## src/rtl/imem_loader.sv

```systemverilog
// Boot-time instruction-memory loader: turns a length-prefixed big-endian byte
// stream into 32-bit word writes and holds the core in reset until the image is in.
module imem_loader #(
  parameter logic [31:0] BOOT_ADDR = 32'd0,
  parameter int unsigned MAX_WORDS = 256,
  parameter int unsigned CNT_W     = 16
) (
  input  logic             clk,
  input  logic             rst,
  input  logic             in_valid,
  input  logic [7:0]       in_data,
  output logic             in_ready,
  input  logic             reload,
  output logic             mem_wen,
  output logic [31:0]      mem_addr,
  output logic [31:0]      mem_data,
  output logic             core_rst,
  output logic             done,
  output logic             err,
  output logic [CNT_W-1:0] words_loaded
);

  typedef enum logic [2:0] {
    S_HDR0,
    S_HDR1,
    S_DATA,
    S_DONE,
    S_ERR
  } state_t;

  state_t           r_state;
  logic [1:0]       r_lane;
  logic [CNT_W-1:0] r_len;
  logic [23:0]      r_asm;

  logic             w_accept;
  logic [CNT_W-1:0] w_len;
  logic             w_last;

  // reload gates ready so a colliding byte is never consumed
  assign in_ready = !reload && ((r_state == S_HDR0) || (r_state == S_HDR1) ||
                                (r_state == S_DATA));
  assign w_accept = in_valid && in_ready;
  assign w_len    = r_len | CNT_W'(in_data);
  assign w_last   = (words_loaded + CNT_W'(1)) == r_len;

  always_ff @(posedge clk or posedge rst) begin
    if (rst) begin
      r_state      <= S_HDR0;
      r_lane       <= 2'd0;
      r_len        <= '0;
      r_asm        <= 24'd0;
      mem_wen      <= 1'b0;
      mem_addr     <= BOOT_ADDR;
      mem_data     <= 32'd0;
      core_rst     <= 1'b1;
      done         <= 1'b0;
      err          <= 1'b0;
      words_loaded <= '0;
    end else if (reload) begin
      r_state      <= S_HDR0;
      r_lane       <= 2'd0;
      r_len        <= '0;
      mem_wen      <= 1'b0;
      mem_addr     <= BOOT_ADDR;
      core_rst     <= 1'b1;
      done         <= 1'b0;
      err          <= 1'b0;
      words_loaded <= '0;
    end else begin
      mem_wen <= 1'b0;
      case (r_state)
        S_HDR0: begin
          if (w_accept) begin
            r_len   <= CNT_W'({in_data, 8'h00});
            r_state <= S_HDR1;
          end
        end
        S_HDR1: begin
          if (w_accept) begin
            r_len <= w_len;
            if (w_len == '0) begin
              r_state  <= S_DONE;
              done     <= 1'b1;
              core_rst <= 1'b0;
            end else if (32'(w_len) > MAX_WORDS) begin
              r_state <= S_ERR;
              err     <= 1'b1;
            end else begin
              r_state <= S_DATA;
              r_lane  <= 2'd0;
            end
          end
        end
        S_DATA: begin
          if (w_accept) begin
            r_lane <= r_lane + 2'd1;
            r_asm  <= {r_asm[15:0], in_data};
            if (r_lane == 2'd3) begin
              mem_wen  <= 1'b1;
              mem_data <= {r_asm, in_data};
            end
          end
          // mem_addr tracks BOOT_ADDR + 4*words_loaded; both advance as the strobe falls
          if (mem_wen) begin
            words_loaded <= words_loaded + CNT_W'(1);
            mem_addr     <= mem_addr + 32'd4;
            if (w_last) begin
              r_state  <= S_DONE;
              done     <= 1'b1;
              core_rst <= 1'b0;
            end
          end
        end
        default: ;
      endcase
    end
  end

endmodule

```

## config.mk

```make
export PLATFORM = sky130hd
export DESIGN_NAME = imem_loader
export DESIGN_NICKNAME = d
export VERILOG_FILES = /design/src/rtl/imem_loader.sv
export SDC_FILE = /design/constraint.sdc
export NUM_CORES = 1
export LEC_CHECK = 0
export CAP_MARGIN = 10
export CORE_MARGIN = 8
export CORE_UTILIZATION = 49
export CTS_BUF_LIST = sky130_fd_sc_hd__clkbuf_4 sky130_fd_sc_hd__clkbuf_8 sky130_fd_sc_hd__clkbuf_16
export CTS_CLUSTER_SIZE = 20
export DETAILED_ROUTE_END_ITERATION = 8
export PLACE_DENSITY_LB_ADDON = 0.3
export SLEW_MARGIN = 40
export SYNTH_ARGS = -nofsm -noshare
export SYNTH_HDL_FRONTEND = slang
export SYNTH_SLANG_ARGS = --single-unit
```

## constraint.sdc

```tcl
create_clock -name clk -period 5 [get_ports clk]
set_input_delay 0.75 -clock clk [delete_from_list [all_inputs] [get_ports clk]]
set_output_delay 0.75 -clock clk [all_outputs]
set_load 0.01 [all_outputs]
```

==> results of run 1 <==
cell families after synthesis:
family | count (synthesis) | synth area share (%)
AOI/OAI and AO/OA | 59 | 6.75
DFF | 127 | 53.3
xor gates and xnor gates | 63 | 9.25
other | 1 | 0.0629
adders and majority gates | 3 | 0.629
muxes | 1 | 0.189
buffers and inverters | 43 | 3.29
and+or+nand+nor | 351 | 26.5
final cells by class:
class,count,share of cell area (%)
clock inverter,6,1.09
sequential,127,42.0
tap,147,2.43
timing repair buffer,99,12.9
multi-input combinational,479,34.5
inverter,9,0.512
clock buffer,24,6.64
worst max-delay path: stages, from the launching register on:
cell and delay [ps]:
dfrtp_1 510, ha_1 370, nand3_4 180, nor4_1 490, xnor2_1 220, nand4_1 160, or4b_4 580, a2111oi_0 530
a211oi_1 90
registers in the layout (all words and copies together) (netlist names):
| name | cells |
|---|---|
| done | 1 |
| words_loaded | 16 |
| r_asm | 24 |
| core_rst | 1 |
| mem_data | 32 |
| err | 1 |
| r_state | 3 |
| mem_wen | 1 |
| mem_addr | 30 |
| r_len | 16 |
| r_lane | 2 |
routing by layer:
metal	share of wire, %	vias up	wire, um	track usage, %
li1	-	2328	-	-
met5	0	-	0	0
met1	43	2460	6570	24.1
met3	5.2	24	785	5.19
met4	1.9	0	281	8.00
met2	50	157	7540	32.5
through the flow:
stage	hold WS [ps]	instance area (um^2)
floorplan	439	5970
CTS	472	7560
global route	490	7570
detailed placement	457	6980
finish	470	7570
global placement	446	6970
power by group:
part / internal, mW / switching (mW)
Combinational: 0.0626 / 0.103
Clock: 0.794 / 0.429
Sequential: 1.08 / 0.0530
Total: 1.94 / 0.585
worst min path at each step:
stage,to,depth (start not counted)
2_1_floorplan,mem_data[24]$_DFFE_PP0P_,2
3_3_place_gp,mem_data[30]$_DFFE_PP0P_,2
3_5_place_dp,mem_data[31]$_DFFE_PP0P_,2
4_1_cts,mem_data[30]$_DFFE_PP0P_,2
5_1_grt,r_asm[22]$_DFFE_PP0P_,2
6_report,mem_data[30]$_DFFE_PP0P_,2
Yosys cell counts, types with 2 or more instances:
master    number
o21ai_0        5
nor2b_1        2
o21ai_1        2
dfrtp_1      126
a21oi_1       22
nor3_1         6
o22ai_1        3
inv_1          9
nand2b_1       4
and3b_1        2
buf_2          4
or3_1          2
a21o_1         2
xnor2_1       26
nand4_1       18
xor2_1        37
nor2_1        61
a211oi_1       2
buf_6          2
and4_1         4
buf_4          4
nand2_1      194
nand3_2        2
nor4_2         2
o31ai_1        3
ha_1           3
nand3_1       23
nor4_1        16
a22o_1         9
clkbuf_1      22
nand3b_1       2
and3_1         8
buf_1          2
==> impl_results.md, run 1 <==
- Die X: 126 um
- Number of port buffers: 94
- Full die area: 16000 um^2
- Worst flop-to-flop path endpoint: r_state[0]$_DFFE_PP0P_
- Critical Path End Type: register
- RD Place Congestion: 0.870
- R2r setup slk: 1720 ps
- Cell count after synthesis: 648
- Diode count: 0
- RSZ-0062 raised after global routing: false
- CP arrival: 3550 ps
- Clk buf depth: 2
- Slew @ Worst Pin: 668 ps
- Vias: 4969
- Area share of the leading cell type in the synthesized netlist: 52.9%
- Total congestion overflow: 0
- Clock transition at path regs: 50 ps
- Yosys reg bits: 127
- Most frequent cells in the layout: nand2_1, dfrtp_1, clkdlybuf4s50_1
- Worst reg2reg path depth: 8
- Starting Density: 49.9%
- Pwr/cell area: 333 nW/um^2
- Worst reg2reg path startpoint: words_loaded[0]$_DFFE_PP0P_
- Dpl ws: 1730 ps
- Final period utilization: 65.6%
- Cts repair resizes: 0
- HP Class: register to register
- Ys flop type: dfrtp_1
- Max-slew headroom at the worst pin: 55.5%
- Largest net degree at the start of global routing: 72
- Outcome: finished, final reports clean
- H-tree level count: 4
- Final worst slack: 1720 ps
- CTS root buf: clkbuf_16
- Static leakage: 3.47 nW
- Core Region: 12000 um^2
- Critical Path Sink: r_state[0]$_DFFE_PP0P_
- Overall Power: 2.52 mW
- Initial antenna violation count: 0
- Final hold violations: 0
- Total clock buffers created by CTS: 17
- Synth top area cells: dfrtp_1, nand2_1, xor2_1
- Sequential fraction of the synthesis area: 53.3%
- Final Slew Violations: 0
- WP data required: 5270 ps
- DR WL/cell: 17.0 um
- Commonest non-fill, non-tap cell in the layout: nand2_1
- Worst skew pair latency: 420 ps
- Crit path from: words_loaded[0]$_DFFE_PP0P_
- Minimum clock period: 3280 ps
- Post-route setup TNS: 0 ps
- CTS Hold Bufs: 0
- Fmax: 305 MHz
- CTS tree: built
- Final Skew: 6.01 ps
- Layout Utilization: 63.3%
- Gr usage total: 19.7%
- Clock sink count: 127
- Worst setup SP type: register
- Crit-path max FO: 10
- Distinct cells, synth: 52
- Die H: 126 um
- DR iter-0 viols: 483
- Final nets: 748
- # DRC: 0
- Syn. warnings: 0
- Post-synth top area cell: dfrtp_1
- EDFF count, synth: 0
- IO Pins: 97
- Detail Placement HPWL: 10200 um
- Sequential cell area: 3180 um^2
- FP Rows: 40
- DRT Wirelength: 15200 um
- Multi-input gate area: 2610 um^2
- First-pass GRT wire length: 25300 um
- Hold Path Origin: r_asm[22]$_DFFE_PP0P_
- Antenna-violating nets left: 0
- Peak supply drop: 0.244 mV
- Via-per-instance ratio: 5.58
- Layout area overhead: 26.9%
- Fillers: 967
- Non-Filler Instances: 891
- Syn_area_per_cell: 9.20 um^2
- Post-Syn Area: 5960 um^2
- Type of the worst setup path: register to register
- Post-Place Cells: 861
- Max-Cap Viols: 0
- Total iterations of the first detailed-routing run: 5
- Async set-reset flop share out of synthesis: 100%
- Setup Viol. Count Final: 0
- Vias in the first global route: 4951
- Setup bufs post-CTS: 0
- Fraction of layout cells with a size suffix above 1: 6.99%
(Power assumes the default switching activity.)
==> run 2: changes to the inputs <==
--- a/config.mk
+++ b/config.mk
@@ -7,7 +7,7 @@
 export LEC_CHECK = 0
 export CAP_MARGIN = 10
 export CORE_MARGIN = 8
-export CORE_UTILIZATION = 49
+export CORE_UTILIZATION = 48
 export CTS_BUF_LIST = sky130_fd_sc_hd__clkbuf_4 sky130_fd_sc_hd__clkbuf_8 sky130_fd_sc_hd__clkbuf_16
 export CTS_CLUSTER_SIZE = 20
 export DETAILED_ROUTE_END_ITERATION = 8
==> constraint.sdc (replaced) <==
create_clock -name clk -period 2.8 [get_ports clk]
set_input_delay 0.42 -clock clk [delete_from_list [all_inputs] [get_ports clk]]
set_output_delay 0.42 -clock clk [all_outputs]
set_load 0.01 [all_outputs]
==> impl_results.md, run 2 (synthesis gave the netlist of run 1 again) <==
- Largest register FFs: 32 (unchanged)
- Final Slew Violations: 0 (unchanged)
- Die X: 127 um (+0.90%)
- Worst setup SP type: register
- Initial antenna violation count: 0 (unchanged)
- Clock transition at path regs: 50 ps (about the same)
- DR WL/cell: 16.5 um (-2.8%)
- Slew @ Worst Pin: 680 ps (+12.0 ps)
- Fmax: 376 MHz (+24%)
- CP cell instances: ha_2 -> xnor2_1 -> nand3_1 -> nor4_1 -> o2111ai_1 -> or4b_4 -> a2111oi_2 -> a211oi_1
- Clk buf depth: 2 (unchanged)
- Gr usage total: 19.3% (-0.33 points)
- Critical path's largest stage delay: 560 ps (-20 ps)
- Largest net degree at the start of global routing: 59 (-18%)
- Final worst slack: 144 ps (-1570 ps)
- Post-Place Cells: 900 (+4.5%)
- DRT Wirelength: 15400 um (+1.4%)
- CTS Hold Bufs: 0 (unchanged)
- Setup Viol. Count Final: 0 (unchanged)
- # DRC: 0 (unchanged)
- Total clock buffers created by CTS: 17 (unchanged)
- Type of the worst setup path: register to register
- Pwr/cell area: 578 nW/um^2 (+74%)
- Die H: 127 um (+0.90%)
- Setup bufs post-CTS: 0 (unchanged)
- Outcome: finished, final reports clean
- H-tree level count: 4 (unchanged)
- Max-Cap Viols: 0 (unchanged)
- Starting Density: 49.5% (-0.41 points)
- Non-Filler Instances: 930 (+4.4%)
- Final Hold Slack: 371 ps (-98.8 ps)
- First-pass GRT wire length: 25000 um (-1.1%)
- Minimum clock period: 2660 ps (-626 ps)
- Core Region: 12100 um^2 (+0.84%)
- Peak supply drop: 0.374 mV (+53%)
- IO Pins: 97 (unchanged)
- Post-route setup TNS: 0 ps (unchanged)
- WP data required: 3080 ps (-2190 ps)
- Layout area overhead: 30.1%
- Number of port buffers: 94 (unchanged)
- Final hold violations: 0 (unchanged)
- Fraction of layout cells with a size suffix above 1: 9.19% (+2.2 points)
- Hold path cells: 2 (unchanged)
- Clock sink count: 127 (unchanged)
- Antenna-violating nets left: 0 (unchanged)
- CTS tree: built
- FP Rows: 40 (unchanged)
- Vias in the first global route: 4970 (+0.38%)
- RSZ-0062 raised after global routing: false
- Diode count: 0 (unchanged)
- Critical Path End Type: register
- Worst reg2reg path depth: 8 (unchanged)
- Commonest non-fill, non-tap cell in the layout: nand2_1
- Final nets: 766 (+2.4%)
- DR iter-0 viols: 434 (-10%)
- HP Class: input port to register
- Overall Power: 4.48 mW (+78%)
- Vias: 5056 (+1.8%)
- Crit-path slowest cell: or4b_4
- Total congestion overflow: 0 (unchanged)
- Total iterations of the first detailed-routing run: 5 (unchanged)
- RD Place Congestion: 0.894 (+2.7%)
- Biggest register: mem_data
- Max-slew headroom at the worst pin: 54.7% (-0.80 points)
- Final Skew: 5.94 ps (-0.0675 ps)
- Crit-path max FO: 7 (-3)
- Dpl ws: -3.11 ps (-1730 ps)
- Full die area: 16200 um^2 (+1.8%)
- Via-per-instance ratio: 5.44 (-2.5%)
- CP arrival: 2940 ps (-610 ps)
- Static leakage: 3.56 nW (+2.5%)
- CTS root buf: clkbuf_16
- Detail Placement HPWL: 11000 um (+7.9%)
- Worst skew pair latency: 410 ps (about the same)
- Final period utilization: 94.9% (+29 points)
- Largest regs: mem_data: 32 flops, mem_addr: 30 flops, r_asm: 24 flops
- Most frequent cells in the layout: nand2_1, dfrtp_1, clkdlybuf4s50_1
## run 2: cell count changes in the layout (fill, tap and decap cells not counted), moves of 2 or more
cell        delta
clkbuf_8       -2
buf_4         +16
clkbuf_4       +2
buf_12         +2
nand3_2        -2
clkinvlp_4     +2
## run 2: area by class of cell
cell class | instances | area, um^2
fill | 1012 | 4300
clock inverter | 6 | 85.1
clock buffer | 24 | 490
tap | 168 | 210
timing repair buffer | 117 | 1130
inverter | 9 | 37.5
sequential | 127 | 3180
multi-input combinational | 479 | 2620
## run 2: stage by stage
stage                     instance area, um^2  utilization, %
after detailed placement                 7160            59.4
after global routing                     7760            64.3
after CTS                                7740            64.2
after global placement                   7160            59.4
after floorplan                          5970               -
final                                    7760            64.3
## run 2: per-layer routing
metal  vias to the layer above  wire, um  global-route usage, %
li1                       2378         -                      -
met1                      2458      6550                   24.2
met2                       181      7440                   31.0
met3                        39      1010                   5.20
met4                         0       378                   8.19
met5                         -         0                      0
## run 2: worst max-delay path, delay by kind of cell (launching register included)
family / cells / cell delay (ps)
DFF: 1 / 440
adders and majority gates: 1 / 350
AOI/OAI and AO/OA: 3 / 670
and+or+nand+nor: 3 / 950
xor gates and xnor gates: 1 / 110
## run 2: worst paths after layout
kind | start | end | slack (ps)
min | reload | err$_DFFE_PP0P_ | 370
min reg2reg | r_asm[17]$_DFFE_PP0P_ | mem_data[25]$_DFFE_PP0P_ | 470
max in group asynchronous | rst | core_rst$_DFFE_PP1P_ | 1640
max reg2reg | words_loaded[1]$_DFFE_PP0P_ | r_state[0]$_DFFE_PP0P_ | 140
max | words_loaded[1]$_DFFE_PP0P_ | r_state[0]$_DFFE_PP0P_ | 140
min in group asynchronous | rst | mem_data[3]$_DFFE_PP0P_ | 430
## run 2: power breakdown
| group | internal (mW) | switching [mW] |
|---|---|---|
| clock | 1.39 | 0.760 |
| combinational | 0.123 | 0.184 |
| sequential | 1.93 | 0.0968 |
## run 2: repair_timing
action / CTS / global route
gates cloned: 0 / 0
pin swaps: 0 / 0
resized for setup: 2 / 4
endpoints found under the setup margin: 1 / 2
hold endpoints to repair: 0 / 0
